==> src/rtl/psr_cond_unit.sv <==
// Processor status register fed by the ALU flag interface, with one shadow copy
// and a request/valid condition-code evaluator for the branch control FSM.
module psr_cond_unit #(
  parameter int FLAG_W = 5,
  parameter int OP_W   = 5,
  parameter int COND_W = 4
) (
  input  logic              clk,
  input  logic              reset,
  input  logic              alu_valid,
  input  logic [OP_W-1:0]   OpCode,
  input  logic [FLAG_W-1:0] Flags,
  input  logic              psr_wr,
  input  logic [FLAG_W-1:0] psr_wdata,
  input  logic              psr_save,
  input  logic              psr_restore,
  input  logic              cond_req,
  input  logic [COND_W-1:0] cond_code,
  input  logic              cond_ready,
  output logic              cond_valid,
  output logic              cond_true,
  output logic              cond_busy,
  output logic [FLAG_W-1:0] psr
);

  localparam int C_BIT = 0;
  localparam int L_BIT = 1;
  localparam int F_BIT = 2;
  localparam int Z_BIT = 3;
  localparam int N_BIT = 4;

  localparam logic [OP_W-1:0] OP_ADD = OP_W'(0);
  localparam logic [OP_W-1:0] OP_SUB = OP_W'(1);
  localparam logic [OP_W-1:0] OP_CMP = OP_W'(2);

  typedef enum logic [1:0] {IDLE, EVAL, RESP} state_t;

  typedef enum logic [COND_W-1:0] {
    CC_EQ, CC_NE, CC_CS, CC_CC, CC_HI, CC_LS, CC_GT, CC_LE,
    CC_FS, CC_FC, CC_LO, CC_HS, CC_LT, CC_GE, CC_UC, CC_NV
  } cond_e;

  logic [FLAG_W-1:0] psr_q, psr_d;
  logic [FLAG_W-1:0] shadow_q, shadow_d;
  logic [FLAG_W-1:0] lpsr_q;
  logic [COND_W-1:0] code_q;
  state_t            state_q;
  logic              valid_q, true_q, busy_q;

  function automatic logic cond_eval(input logic [FLAG_W-1:0] p, input logic [COND_W-1:0] c);
    logic res;
    case (cond_e'(c))
      CC_EQ: res = p[Z_BIT];
      CC_NE: res = !p[Z_BIT];
      CC_CS: res = p[C_BIT];
      CC_CC: res = !p[C_BIT];
      CC_HI: res = p[L_BIT];
      CC_LS: res = !p[L_BIT];
      CC_GT: res = p[N_BIT];
      CC_LE: res = !p[N_BIT];
      CC_FS: res = p[F_BIT];
      CC_FC: res = !p[F_BIT];
      CC_LO: res = !p[L_BIT] && !p[Z_BIT];
      CC_HS: res = p[L_BIT] || p[Z_BIT];
      CC_LT: res = !p[N_BIT] && !p[Z_BIT];
      CC_GE: res = p[N_BIT] || p[Z_BIT];
      CC_UC: res = 1'b1;
      CC_NV: res = 1'b0;
    endcase
    return res;
  endfunction

  // CMP leaves C and F undefined on the flag bus, so only the bits each opcode
  // owns are copied; everything else keeps its previous value.
  always_comb begin
    psr_d    = psr_q;
    shadow_d = shadow_q;
    if (alu_valid) begin
      case (OpCode)
        OP_ADD, OP_SUB: begin
          psr_d[C_BIT] = Flags[C_BIT];
          psr_d[F_BIT] = Flags[F_BIT];
        end
        OP_CMP: begin
          psr_d[L_BIT] = Flags[L_BIT];
          psr_d[Z_BIT] = Flags[Z_BIT];
          psr_d[N_BIT] = Flags[N_BIT];
        end
        default: ;
      endcase
    end
    if (psr_restore)  psr_d = shadow_q;
    else if (psr_wr)  psr_d = psr_wdata;
    if (psr_save) shadow_d = psr_q;
  end

  // NOTE: state registers use non-blocking assignments so every flop samples
  // pre-edge values; save and restore together then swap psr and shadow cleanly.
  always_ff @(posedge clk or posedge reset) begin
    if (reset) begin
      psr_q    <= '0;
      shadow_q <= '0;
    end else begin
      psr_q    <= psr_d;
      shadow_q <= shadow_d;
    end
  end

  // The request latches the bypassed PSR, so later flag writes cannot disturb
  // a result that is already in flight.
  always_ff @(posedge clk or posedge reset) begin
    if (reset) begin
      state_q <= IDLE;
      code_q  <= '0;
      lpsr_q  <= '0;
      valid_q <= 1'b0;
      true_q  <= 1'b0;
      busy_q  <= 1'b0;
    end else begin
      case (state_q)
        IDLE: if (cond_req) begin
          code_q  <= cond_code;
          lpsr_q  <= psr_d;
          busy_q  <= 1'b1;
          state_q <= EVAL;
        end
        EVAL: begin
          true_q  <= cond_eval(lpsr_q, code_q);
          valid_q <= 1'b1;
          state_q <= RESP;
        end
        RESP: if (cond_ready) begin
          valid_q <= 1'b0;
          busy_q  <= 1'b0;
          state_q <= IDLE;
        end
        default: state_q <= IDLE;
      endcase
    end
  end

  assign psr        = psr_q;
  assign cond_valid = valid_q;
  assign cond_true  = true_q;
  assign cond_busy  = busy_q;

endmodule

==> config.mk <==
export PLATFORM = sky130hd
export DESIGN_NAME = psr_cond_unit
export DESIGN_NICKNAME = d
export VERILOG_FILES = /design/src/rtl/psr_cond_unit.sv
export SDC_FILE = /design/constraint.sdc
export NUM_CORES = 1
export LEC_CHECK = 0
export ABC_AREA = 1
export CAP_MARGIN = 20
export CORE_MARGIN = 10
export CORE_UTILIZATION = 47
export CTS_CLUSTER_SIZE = 8
export DETAILED_ROUTE_END_ITERATION = 7
export PLACE_DENSITY_LB_ADDON = 0.05
export SYNTH_ARGS = -nofsm -noshare
export SYNTH_HDL_FRONTEND = slang
export SYNTH_SLANG_ARGS = --single-unit
==> constraint.sdc <==
create_clock -name clk -period 1.5 [get_ports clk]
set_input_delay 0.225 -clock clk [delete_from_list [all_inputs] [get_ports clk]]
set_output_delay 0.225 -clock clk [all_outputs]
set_load 0.02 [all_outputs]
==> impl_metrics.env, run 1 <==
export IMPL_insertion_delay_ns=0.30
export IMPL_antenna_found_initial=0
export IMPL_grt_pass1_wl_um=5270
export IMPL_worst_path_buf_inv=1
export IMPL_synth_simple_gate_area_share_pct=37.9
export IMPL_synthMuxAreaShare_pct=2.60
export IMPL_place_gp_congestion=0.787
export IMPL_synth_warning_count=0
export IMPL_hold_violations=0
export IMPL_rsz0062_at_grt="no"
export IMPL_arrival_ns=1.06
export IMPL_critPathCaptureType="primary output"
export IMPL_ant_nets=0
export IMPL_cts_buffer_depth=2
export IMPL_maxCapViolCount=0
export IMPL_n_antenna_cell=0
export IMPL_stdcell_count=250
export IMPL_dr_pass1_iters=4
export IMPL_pwr_share_comb_pct=45.0
export IMPL_switchingPower_mw=1.01
export IMPL_syn2layout_area_growth_pct=31.9
export IMPL_syn_num_nets=208
export IMPL_skew_ns=0.00355
export IMPL_switching_share_pct=41.7
export IMPL_synth_top_family_by_area="simple AND/OR/NAND/NOR gates"
export IMPL_overflow=0
export IMPL_grt_pass1_vias=1230
export IMPL_critPathSlowestCell="dfrtp_1"
export IMPL_hold_class="primary input to async pin"
export IMPL_dieArea_mm2=0.00527
export IMPL_gr_usage_all_layers_pct=12.1
export IMPL_grt_max_degree=25
export IMPL_cp_start_kind="flip-flop"
export IMPL_p_total_mw=2.42
export IMPL_worst_pin_slew_ns=0.339
export IMPL_drt_iter0_drc=82
export IMPL_final_fill_count=251
export IMPL_hpwl_um=2470
export IMPL_dieHeight_um=72.6
export IMPL_worst_endpoint_required_ns=1.27
export IMPL_power_frac_clock_pct=11.2
export IMPL_portBuffers=34
export IMPL_rows=19
export IMPL_cpLargestDelayFamily="flip-flops"
export IMPL_p_leak_nw=0.861
export IMPL_root_buffer="clkbuf_4"
export IMPL_avgSynthCellArea_um2=7.18
export IMPL_synth_seq_cells=24
export IMPL_wl_per_cell_um=12.3
export IMPL_synth_xor_area_share_pct=0
export IMPL_utilization_pct=63.2
export IMPL_cts_sinks=24
export IMPL_p_per_area_mw_per_mm2=1410
export IMPL_crit_chain="dlygate4sd2_1"
export IMPL_start_util_pct=47.9
export IMPL_finalNetCount=248
export IMPL_drt_total_wl_um=3090
export IMPL_synth_area_mm2=0.00130
export IMPL_fmaxAchievable_mhz=780
export IMPL_p_seq_share_pct=43.8
export IMPL_synthCells=181
export IMPL_yosysSeqAreaShare_pct=46.2
export IMPL_synth_fa_ha_area_share_pct=0
export IMPL_critical_path_class="flip-flop to primary output"
export IMPL_drive_above_1_share_pct=9.59
export IMPL_synth_compound_area_share_pct=4.82
export IMPL_vias=1235
export IMPL_max_slew_margin_rel_pct=77.3
export IMPL_maxSlewViolCount=0
export IMPL_ys_types=19
export IMPL_htreeDepth=1
export IMPL_dp_cells=247
export IMPL_die_width_um=72.6
export IMPL_final_cell_area_mm2=0.00171
export IMPL_crit_fanout=3
export IMPL_dpl_cell_area_mm2=0.00170
export IMPL_finalSetupTns_ns=0
export IMPL_tritoncts="yes"
export IMPL_core_area_mm2=0.00271
export IMPL_ir_worst_vdd_uv=1160
export IMPL_pin_count=35
export IMPL_cts_buffers_inserted=3
export IMPL_slowest_delay_ns=0.42
export IMPL_period_needed_ns=1.28
export IMPL_post_route_period_util_pct=85.5
export IMPL_cts_setup_buffers=0
export IMPL_outcome="complete, no violations"
export IMPL_internal_power_mw=1.41
export IMPL_routed_via_density=4.94
export IMPL_setup_violations=0
export IMPL_clkTransAtPathRegs_ns=0.12
export IMPL_drc=0
-- stage by stage --
stage / hold slack, ns / worst slack [ns]
floorplan: 0.240 / 0.424
global placement: 0.455 / -0.0467
detailed placement: 0.461 / -0.105
CTS: 0.252 / 0.197
global route: 0.286 / 0.0959
finish: 0.251 / 0.218
-- power groups by stage --
stage	Sequential [mW]	Clock, mW	Combinational (mW)
final	1.06	0.272	1.09
after CTS	1.05	0.288	1.10
after global placement	1.06	0	1.10
after global routing	1.09	0.309	1.25
after detailed placement	1.07	0	1.14
after floorplan	1.10	0	0.697
-- sequential cells by signal, summed over array words and instances, names as in the netlist --
signal	count
code_q	4
cond_valid	1
cond_true	1
lpsr_q	5
cond_busy	1
state_q	2
psr	5
shadow_q	5
-- path summary, 6_finish.rpt --
kind | depth (start not counted) | slack [ns] | endpoint | startpoint
min in group clk | 3 | 0.45 | code_q[3] | cond_code[3]
max in group asynchronous | 3 | 1.02 | code_q[1] | reset
worst max register to register | 8 | 0.28 | cond_true | code_q[2]
worst min register to register | 2 | 0.48 | cond_busy | cond_busy
worst max-delay path | 1 | 0.22 | psr[3] | psr[3]
worst min-delay path | 3 | 0.25 | lpsr_q[2] | reset
-- cell usage after synthesis --
cell | count | share of area [%]
nand3_1 | 15 | 5.8
nor3_1 | 1 | 0.38
mux2_2 | 3 | 2.6
nor2_4 | 1 | 0.87
buf_2 | 1 | 0.38
o31ai_1 | 1 | 0.58
o21ai_0 | 6 | 2.3
nor2_2 | 3 | 1.4
dfrtp_1 | 24 | 46
nand4_1 | 4 | 1.9
nor2_1 | 21 | 6.1
clkinv_1 | 1 | 0.29
o21ai_1 | 5 | 1.9
buf_6 | 1 | 0.87
nand2_2 | 6 | 2.9
inv_2 | 1 | 0.29
inv_1 | 22 | 6.4
nand2_1 | 64 | 18
clkbuf_1 | 1 | 0.29
-- worst min-delay path, delay by kind of cell --
| kind | cells | cell delay, ns |
|---|---|---|
| buffers and inverters | 3 | 0.73 |
-- cell usage in the layout (no fill, tap or decap), drive strengths merged --
master	count
mux2	3
o21ai	11
nor3	1
clkdlybuf4s50	26
nand2	70
nor2	25
o31ai	1
clkinv	1
nand4	4
buf	4
nand3	15
dfrtp	24
dlygate4sd2	8
clkbuf	3
inv	23
-- repair_timing --
| item | 4_1_cts | 5_1_grt |
|---|---|---|
| endpoints found under the setup margin | 8 | 0 |
| resized for setup | 8 | 0 |
| hold endpoints to repair | 0 | 0 |
| hold buffers | 0 | 0 |
-- layout make-up --
class,count,area (um^2),share of cell area (%)
tap,31,38.8,2.26
inverter,24,90.1,5.26
timing repair buffer,38,373,21.8
multi-input combinational,130,588,34.3
sequential,24,601,35.1
clock buffer,3,22.5,1.31
-- per-layer routing --
metal | vias to the layer above | part of all wire [%] | track usage (%)
met4 | 0 | 1.5 | 4.64
met3 | 6 | 4.5 | 3.41
li1 | 640 | - | -
met2 | 35 | 49 | 20.6
met5 | - | 0 | 0
met1 | 554 | 45 | 13.9
-- logic make-up after synthesis --
logic type | count (synthesis)
compound gates | 12
buf+inv | 27
simple gates | 115
flops | 24
mux | 3
No activity file was read; power rests on OpenSTA's default activity.
==> run 2, diff against run 1 <==
- CORE_MARGIN: 10 -> 5
- SKIP_LAST_GASP: default -> 1
==> impl_metrics.env, run 2 (synthesis gave the netlist of run 1 again) <==
export IMPL_outcome="complete, no violations"
export IMPL_dieArea_mm2=0.00391
export IMPL_pwr_share_comb_pct=41.8
export IMPL_arrival_ns=1.07
export IMPL_dp_cells=247
export IMPL_post_place_ws_ns=-0.108
export IMPL_hold_class="primary input to async pin"
export IMPL_r2r_slack_ns=0.25
export IMPL_power_frac_clock_pct=17.7
export IMPL_rsz0062_at_grt="no"
export IMPL_n_antenna_cell=0
export IMPL_clkTransAtPathRegs_ns=0.14
export IMPL_vias=1241
export IMPL_core_area_mm2=0.00271
export IMPL_multiInputGateArea_um2=588
export IMPL_cp_start_kind="flip-flop"
export IMPL_r2r_cells=9
export IMPL_utilization_pct=64.3
export IMPL_p_leak_nw=0.875
export IMPL_grt_pass1_wl_um=5380
export IMPL_final_fill_count=240
export IMPL_hpwl_um=2330
export IMPL_fmaxAchievable_mhz=773
export IMPL_htreeDepth=1
export IMPL_gr_usage_all_layers_pct=16.4
export IMPL_drive_above_1_share_pct=10.0
export IMPL_drt_total_wl_um=2970
export IMPL_max_slew_margin_rel_pct=75.0
export IMPL_portBuffers=34
export IMPL_die_width_um=62.6
export IMPL_switchingPower_mw=1.03
export IMPL_critPathSlowestCell="dfrtp_1"
export IMPL_grt_pass1_vias=1273
export IMPL_critPathCaptureType="primary output"
export IMPL_final_cell_mix="64 x nand2_1, 26 x clkdlybuf4s50_1, 24 x dfrtp_1"
export IMPL_post_route_period_util_pct=86.2
export IMPL_seq_area_um2=601
export IMPL_syn2layout_area_growth_pct=34.2
export IMPL_dr_pass1_iters=4
export IMPL_drc=0
export IMPL_ir_worst_vdd_uv=1060
export IMPL_maxSlewViolCount=0
export IMPL_insertion_delay_ns=0.31
export IMPL_hold_violations=0
export IMPL_place_gp_congestion=0.809
export IMPL_cts_sinks=24
export IMPL_reg2reg_from="code_q[2]"
export IMPL_maxCapViolCount=0
export IMPL_pin_count=35
export IMPL_period_needed_ns=1.29
export IMPL_finalNetCount=248
export IMPL_stdcell_count=251
export IMPL_cts_setup_buffers=0
export IMPL_dieHeight_um=62.6
export IMPL_wl_per_cell_um=11.8
export IMPL_critical_path_class="flip-flop to primary output"
export IMPL_crit_chain="dlygate4sd2_1"
export IMPL_rows=19
export IMPL_internal_power_mw=1.58
export IMPL_cts_buffer_depth=2
export IMPL_skew_ns=0.0132
export IMPL_switching_share_pct=39.4
export IMPL_start_util_pct=47.9
export IMPL_cpLargestDelayFamily="flip-flops"
export IMPL_p_seq_share_pct=40.4
export IMPL_layout_setup_ws_ns=0.207
export IMPL_antenna_found_initial=0
export IMPL_drt_iter0_drc=78
export IMPL_worst_endpoint_required_ns=1.27
export IMPL_setup_violations=0
export IMPL_cts_buffers_inserted=3
export IMPL_worst_path_buf_inv=1
export IMPL_ant_nets=0
export IMPL_crit_fanout=3
export IMPL_worst_pin_slew_ns=0.374
export IMPL_finalSetupTns_ns=0
export IMPL_overflow=0
export IMPL_tritoncts="yes"
export IMPL_slowest_delay_ns=0.43
export IMPL_root_buffer="clkbuf_4"
export IMPL_timing_rr_end="cond_true"
export IMPL_routed_via_density=4.94
export IMPL_p_per_area_mw_per_mm2=1500
export IMPL_grt_max_degree=25
export IMPL_final_common_cell="nand2_1"
-- run 2: cell types whose count changed in the layout (fill, tap and decap cells not counted), sizes merged --
| cell | change |
|---|---|
| bufinv | +1 |
-- run 2: layout make-up --
type | instances | share of cell area, %
clock buffer | 3 | 1.29
clock inverter | 1 | 1.72
inverter | 24 | 5.17
multi-input combinational | 130 | 33.7
sequential | 24 | 34.5
tap | 31 | 2.23
timing repair buffer | 38 | 21.4
-- run 2: metrics by stage --
stage	area (um^2)	hold WS [ns]	power, mW
after detailed placement	1700	0.460	2.21
after global routing	1740	0.273	2.87
after CTS	1740	0.248	2.64
after global placement	1700	0.456	2.15
after floorplan	1300	0.240	1.79
final	1740	0.239	2.61
-- run 2: worst max-delay path by stage --
stage / end / cells past startpoint / from / slack (ns)
after floorplan: cond_true / 9 / code_q[0] / 0.42
after global placement: lpsr_q[4] / 10 / alu_valid / -0.05
after detailed placement: lpsr_q[3] / 10 / alu_valid / -0.11
after CTS: psr[1] / 1 / psr[1] / 0.20
after global routing: lpsr_q[1] / 10 / alu_valid / 0.05
final: psr[2] / 1 / psr[2] / 0.21
-- run 2: per-layer routing --
| layer | wire length [um] | up-vias | part of all wire [%] | track usage, % |
|---|---|---|---|---|
| li1 | - | 639 | - | - |
| met1 | 1340 | 581 | 45 | 21.2 |
| met2 | 1510 | 19 | 51 | 28.2 |
| met3 | 97 | 2 | 3.3 | 2.70 |
| met4 | 19 | 0 | 0.64 | 4.24 |
| met5 | 0 | - | 0 | 0 |
-- run 2: power groups by stage --
stage / Sequential, mW / Combinational (mW) / Clock (mW)
after floorplan: 1.10 / 0.697 / 0
final: 1.06 / 1.09 / 0.464
after detailed placement: 1.07 / 1.14 / 0
after global routing: 1.09 / 1.28 / 0.500
after global placement: 1.06 / 1.10 / 0
after CTS: 1.06 / 1.10 / 0.479
-- run 2: what timing repair did --
item | in CTS | in global routing
endpoints found under the setup margin | 8 | 0
resized for setup | 8 | 0
hold buffers | 0 | 0
